## src/rtl/stream_mux_pkg.sv

```systemverilog
// Shared types and helpers for the N-channel stream multiplexer.
//   mux_mode_t : arbitration mode (fixed select or round-robin)
//   sel_w()    : channel-index width for a given channel count
package stream_mux_pkg;

  typedef enum logic {
    MODE_FIXED = 1'b0,
    MODE_RR    = 1'b1
  } mux_mode_t;

  // Width of a channel index. Clamped to 1 bit so a degenerate count
  // never yields a zero-width port.
  function automatic int sel_w(input int n);
    return (n < 2) ? 1 : $clog2(n);
  endfunction

endpackage

```

## src/rtl/stream_mux_n_rr_arbiter.sv

```systemverilog
// Combinational rotating-priority arbiter.
//   req     : per-channel request vector
//   ptr     : channel with highest priority this cycle (< N_CH)
//   gnt_idx : first requesting channel scanning ptr, ptr+1, ... mod N_CH
//   gnt_v   : any request present
module rr_arbiter
  import stream_mux_pkg::*;
#(
  parameter int N_CH  = 4,
  parameter int SEL_W = sel_w(N_CH)
) (
  input  logic [N_CH-1:0]  req,
  input  logic [SEL_W-1:0] ptr,
  output logic [SEL_W-1:0] gnt_idx,
  output logic             gnt_v
);

  int               idx;
  logic [SEL_W-1:0] idx_s;

  // Scan from the farthest offset down to offset 0 so the last hit written
  // is the one closest to ptr.
  always_comb begin
    gnt_idx = '0;
    gnt_v   = |req;
    idx     = 0;
    idx_s   = '0;
    for (int k = N_CH - 1; k >= 0; k--) begin
      idx = int'(ptr) + k;
      if (idx >= N_CH) idx = idx - N_CH;
      idx_s = SEL_W'(idx);
      if (req[idx_s]) gnt_idx = idx_s;
    end
  end

endmodule

```

## src/rtl/stream_mux_n.sv

```systemverilog
// N-channel, W-bit stream multiplexer with a registered output stage.
//   clk, rst  : clock, synchronous active-high reset
//   mode      : 0 = forward channel sel, 1 = round-robin over valid channels
//   sel       : channel index used in fixed mode
//   in_valid  : per-channel valid
//   in_data   : channel i at bits [i*W +: W]
//   in_ready  : per-channel ready, one-hot or zero (combinational)
//   out_valid : output register holds a word
//   out_data  : registered word
//   out_ch    : channel the registered word came from
//   out_ready : consumer takes the word
module stream_mux_n
  import stream_mux_pkg::*;
#(
  parameter int N_CH  = 4,
  parameter int W     = 4,
  parameter int SEL_W = sel_w(N_CH)
) (
  input  logic                clk,
  input  logic                rst,
  input  logic                mode,
  input  logic [SEL_W-1:0]    sel,
  input  logic [N_CH-1:0]     in_valid,
  input  logic [N_CH*W-1:0]   in_data,
  output logic [N_CH-1:0]     in_ready,
  output logic                out_valid,
  output logic [W-1:0]        out_data,
  output logic [SEL_W-1:0]    out_ch,
  input  logic                out_ready
);

  mux_mode_t        mode_e;
  logic             can_load;
  logic [SEL_W-1:0] rr_ptr;
  logic [SEL_W-1:0] rr_g;
  logic             rr_v;
  logic             fix_v;
  logic [SEL_W-1:0] g;
  logic             gnt_v;
  logic             load;
  logic [W-1:0]     ch_data [N_CH];

  assign mode_e   = mux_mode_t'(mode);
  assign can_load = !out_valid || out_ready;

  rr_arbiter #(.N_CH(N_CH), .SEL_W(SEL_W)) u_arb (
    .req     (in_valid),
    .ptr     (rr_ptr),
    .gnt_idx (rr_g),
    .gnt_v   (rr_v)
  );

  // sel can exceed N_CH-1 when N_CH is not a power of two; such a select
  // never grants, so the out-of-range index is never used.
  always_comb begin
    fix_v = 1'b0;
    if (int'(sel) < N_CH) fix_v = in_valid[sel];
  end

  always_comb begin
    g     = sel;
    gnt_v = fix_v;
    if (mode_e == MODE_RR) begin
      g     = rr_g;
      gnt_v = rr_v;
    end
  end

  assign load = can_load && gnt_v;

  // Unpack the flat data bus so the mux is a plain array index on g;
  // unselected channels cannot reach out_data.
  for (genvar i = 0; i < N_CH; i++) begin : g_lane
    assign ch_data[i] = in_data[i*W +: W];
    assign in_ready[i] = !rst && load && (g == SEL_W'(i));
  end

  always_ff @(posedge clk) begin
    if (rst) begin
      out_valid <= 1'b0;
      out_data  <= '0;
      out_ch    <= '0;
      rr_ptr    <= '0;
    end else if (can_load) begin
      if (gnt_v) begin
        out_valid <= 1'b1;
        out_data  <= ch_data[g];
        out_ch    <= g;
        // Pointer only advances on round-robin grants, so fixed-mode
        // traffic leaves the rotation where it was.
        if (mode_e == MODE_RR)
          rr_ptr <= (int'(g) == N_CH - 1) ? '0 : g + 1'b1;
      end else begin
        out_valid <= 1'b0;
      end
    end
  end

endmodule
```

## config.mk

```make
export PLATFORM = sky130hd
export DESIGN_NAME = stream_mux_n
export DESIGN_NICKNAME = d
export VERILOG_FILES = /design/src/rtl/stream_mux_pkg.sv /design/src/rtl/stream_mux_n_rr_arbiter.sv /design/src/rtl/stream_mux_n.sv
export SDC_FILE = /design/constraint.sdc
export NUM_CORES = 1
export LEC_CHECK = 0
export CORE_MARGIN = 2
export CORE_UTILIZATION = 40
export CTS_BUF_LIST = sky130_fd_sc_hd__clkbuf_4
export DETAILED_ROUTE_END_ITERATION = 8
export GPL_ROUTABILITY_DRIVEN = 1
export GPL_TIMING_DRIVEN = 0
export PLACE_DENSITY = 0.88
export SLEW_MARGIN = 10
export SYNTH_ARGS = -nofsm -noshare
export SYNTH_HDL_FRONTEND = slang
export SYNTH_SLANG_ARGS = --single-unit
export TNS_END_PERCENT = 100
```

## constraint.sdc

```tcl
create_clock -name clk -period 2.4 [get_ports clk]
set_input_delay 0.48 -clock clk [delete_from_list [all_inputs] [get_ports clk]]
set_output_delay 0.48 -clock clk [all_outputs]
set_load 0.01 [all_outputs]
```

==> results.json <==
{
  "yosysWarningCount": 0,
  "grt_overflow_total": 0,
  "yosysTopAreaCellShare": 0.2462,
  "hold_buffers": 0,
  "numCtsBuffers": 3,
  "max_freq_mhz": 426.6,
  "clkTransAtPathRegs_ns": 0.06,
  "pre_cts_ws_ns": -0.8546,
  "antenna_found_initial": 0,
  "io_pins": 37,
  "syn2layout_area_growth_pct": 57.09,
  "port_buffers": 34,
  "met1_usage": 0.2951,
  "grt_max_degree": 11,
  "path_max_fanout": 7,
  "synth_edf_count": 0,
  "synthCells": 83,
  "holdWs_ns": 0.4841,
  "rsz0062_at_grt": "no",
  "ys_seq_elements": 9,
  "place.gp.congestion": 0.8036,
  "clock_latency_ns": 0.26,
  "drt-wirelength-per-cell_um": 14.28,
  "n_antenna_cell": 0,
  "layout_commonest_cell": "clkdlybuf4s50_1",
  "syn_avg_cell_area_um2": 8.819,
  "first_iter_violations": 25,
  "power_w": 0.0005432,
  "cts-htree-levels": 1,
  "root_buffer": "clkbuf_4",
  "cp.arrival_ns": 1.86,
  "via_per_inst": 5.358,
  "setup_violations": 0,
  "hold_path_class": "in -> reg",
  "power_density_nw_per_um2": 472.5,
  "grt.busiest_layer": "met2",
  "fin_ws_ns": 0.05588,
  "start_util": 0.4239,
  "fp.coreArea_um2": 1727,
  "grt_usage": 0.2154,
  "fp.dieH_um": 46.78,
  "final_cell_mix": "clkdlybuf4s50_1, and2_1, a221oi_1, dfxtp_1",
  "synth_fp_nets": 110,
  "slew-limit-headroom": 0.7440,
  "rows": 15,
  "timing.final.crit_share": 0.9767,
  "antenna_left": 0,
  "tns_ns": 0,
  "worst_setup_path_start_kind": "input port",
  "cts.sinks": 9,
  "status": "completed",
  "use_met2": 0.3425,
  "synthFlopType": "dfxtp_1",
  "instances_no_fill": 151,
  "async_reset_ff_frac": 0,
  "drv_cap": 0,
  "hold_viol": 0,
  "irDropWorstVdd_uv": 189.5,
  "dp.cells": 142,
  "die_area_um2": 2188,
  "grtUsageMet3": 0.02692,
  "clock_path_buffers": 2,
  "netlist_area_um2": 732.0,
  "yosysUniqueCellTypes": 36,
  "fin_nets": 154,
  "ys_seq_area_frac": 0.2462,
  "synth.area.top_cells": "dfxtp_1, a221oi_1, and2_1",
  "fp.dieW_um": 46.78,
  "final.min_clock_period_ns": 2.344,
  "drv_slew": 0,
  "vias": 809,
  "drc": 0,
  "hpwl_um": 1649,
  "grt_pass1_vias": 742,
  "totalWireLength_um": 2156,
  "worstPathRequired_ns": 1.92,
  "drive_gt1_frac": 0.3095,
  "nFillCells": 143,
  "end_kind": "primary output",
  "finalClockSkew_ns": 0.001592,
  "synth_top_area_cell": "dfxtp_1",
  "cts_tree": "built",
  "setup.worst_path.class": "in -> out",
  "worst_slew_pin_slew_ns": 0.3840,
  "p_leak_nw": 0.4589,
  "drt-pass1-iter-count": 4,
  "grt_first_pass_wirelength_um": 3408
}
==> cell families after synthesis <==
group,count (synthesis),share of synthesized area
simple gates,36,0.3009
flops,9,0.2462
fa+ha+maj,1,0.01709
buf+inv,9,0.06323
mux,4,0.09402
compound gates,24,0.2786
==> cells in the mapped netlist, types with 2 or more instances <==
master and n:
a221oi_1 8, nor2_1 7, a21oi_1 3, o31ai_2 4, mux2i_1 2, and2_1 8
nor3_1 4, o21ai_0 4, nand3b_1 5, dfxtp_1 9, inv_1 4
==> what timing repair did <==
| action | CTS | global route |
|---|---|---|
| pin swaps | 7 | 2 |
| gates cloned | 0 | 0 |
| resized for setup | 38 | 8 |
| endpoints found under the setup margin | 4 | 4 |
| setup buffers | 5 | 0 |
==> per-stage QoR <==
| stage | instance area (um^2) | util |
|---|---|---|
| final | 1150 | 0.6659 |
| after global placement | 1104 | 0.6391 |
| after detailed placement | 1104 | 0.6391 |
| after floorplan | 732.0 | - |
| after CTS | 1156 | 0.6696 |
| after global routing | 1150 | 0.6659 |
==> area by class of cell <==
cell class	count	area, um^2	area share
plain buffers	3	23.77	0.02067
multi-input cells	65	524.3	0.4559
well taps	25	31.28	0.02720
clock buffers	4	30.03	0.02612
repair buffers	39	335.3	0.2916
inverters	6	23.77	0.02067
flip-flops and latches	9	181.4	0.1578
==> final timing paths <==
kind                               to  cells after the start                     start  slack [ns]
max                       in_ready[0]                      9               in_valid[3]        0.06
max reg2reg  out_data[2]$_SDFFE_PP0N_                      6    rr_ptr[0]$_SDFFE_PP0P_        0.57
min reg2reg  out_data[1]$_SDFFE_PP0N_                      2  out_data[1]$_SDFFE_PP0N_        0.50
min            out_valid$_SDFFE_PP0N_                      2                       rst        0.48
==> worst max-delay path, stage by stage <==
cell and delay (ns):
buf_4 0.13, or4_4 0.55, mux2i_4 0.17, inv_2 0.07
nand2_4 0.06, or2_1 0.10, buf_6 0.11, nor3_1 0.04
buf_2 0.14
==> sequential cells by signal, indices dropped and copies added (netlist names) <==
register   cells
out_data       4
out_ch         2
out_valid      1
rr_ptr         2
==> power breakdown <==
part / leakage, nW / switching (W) / internal, W / total, W
registers: 0.0750 / 0.0000136 / 0.000168 / 0.000181
logic: 0.366 / 0.000106 / 0.000127 / 0.000232
clock network: 0.0184 / 0.0000543 / 0.0000755 / 0.000130
==> metal layers <==
metal	vias to the layer above	wire [um]
li1	400	-
met1	382	930
met2	27	1130
met3	0	95
met4	0	0
met5	-	0
No activity file was read; power rests on OpenSTA's default activity.
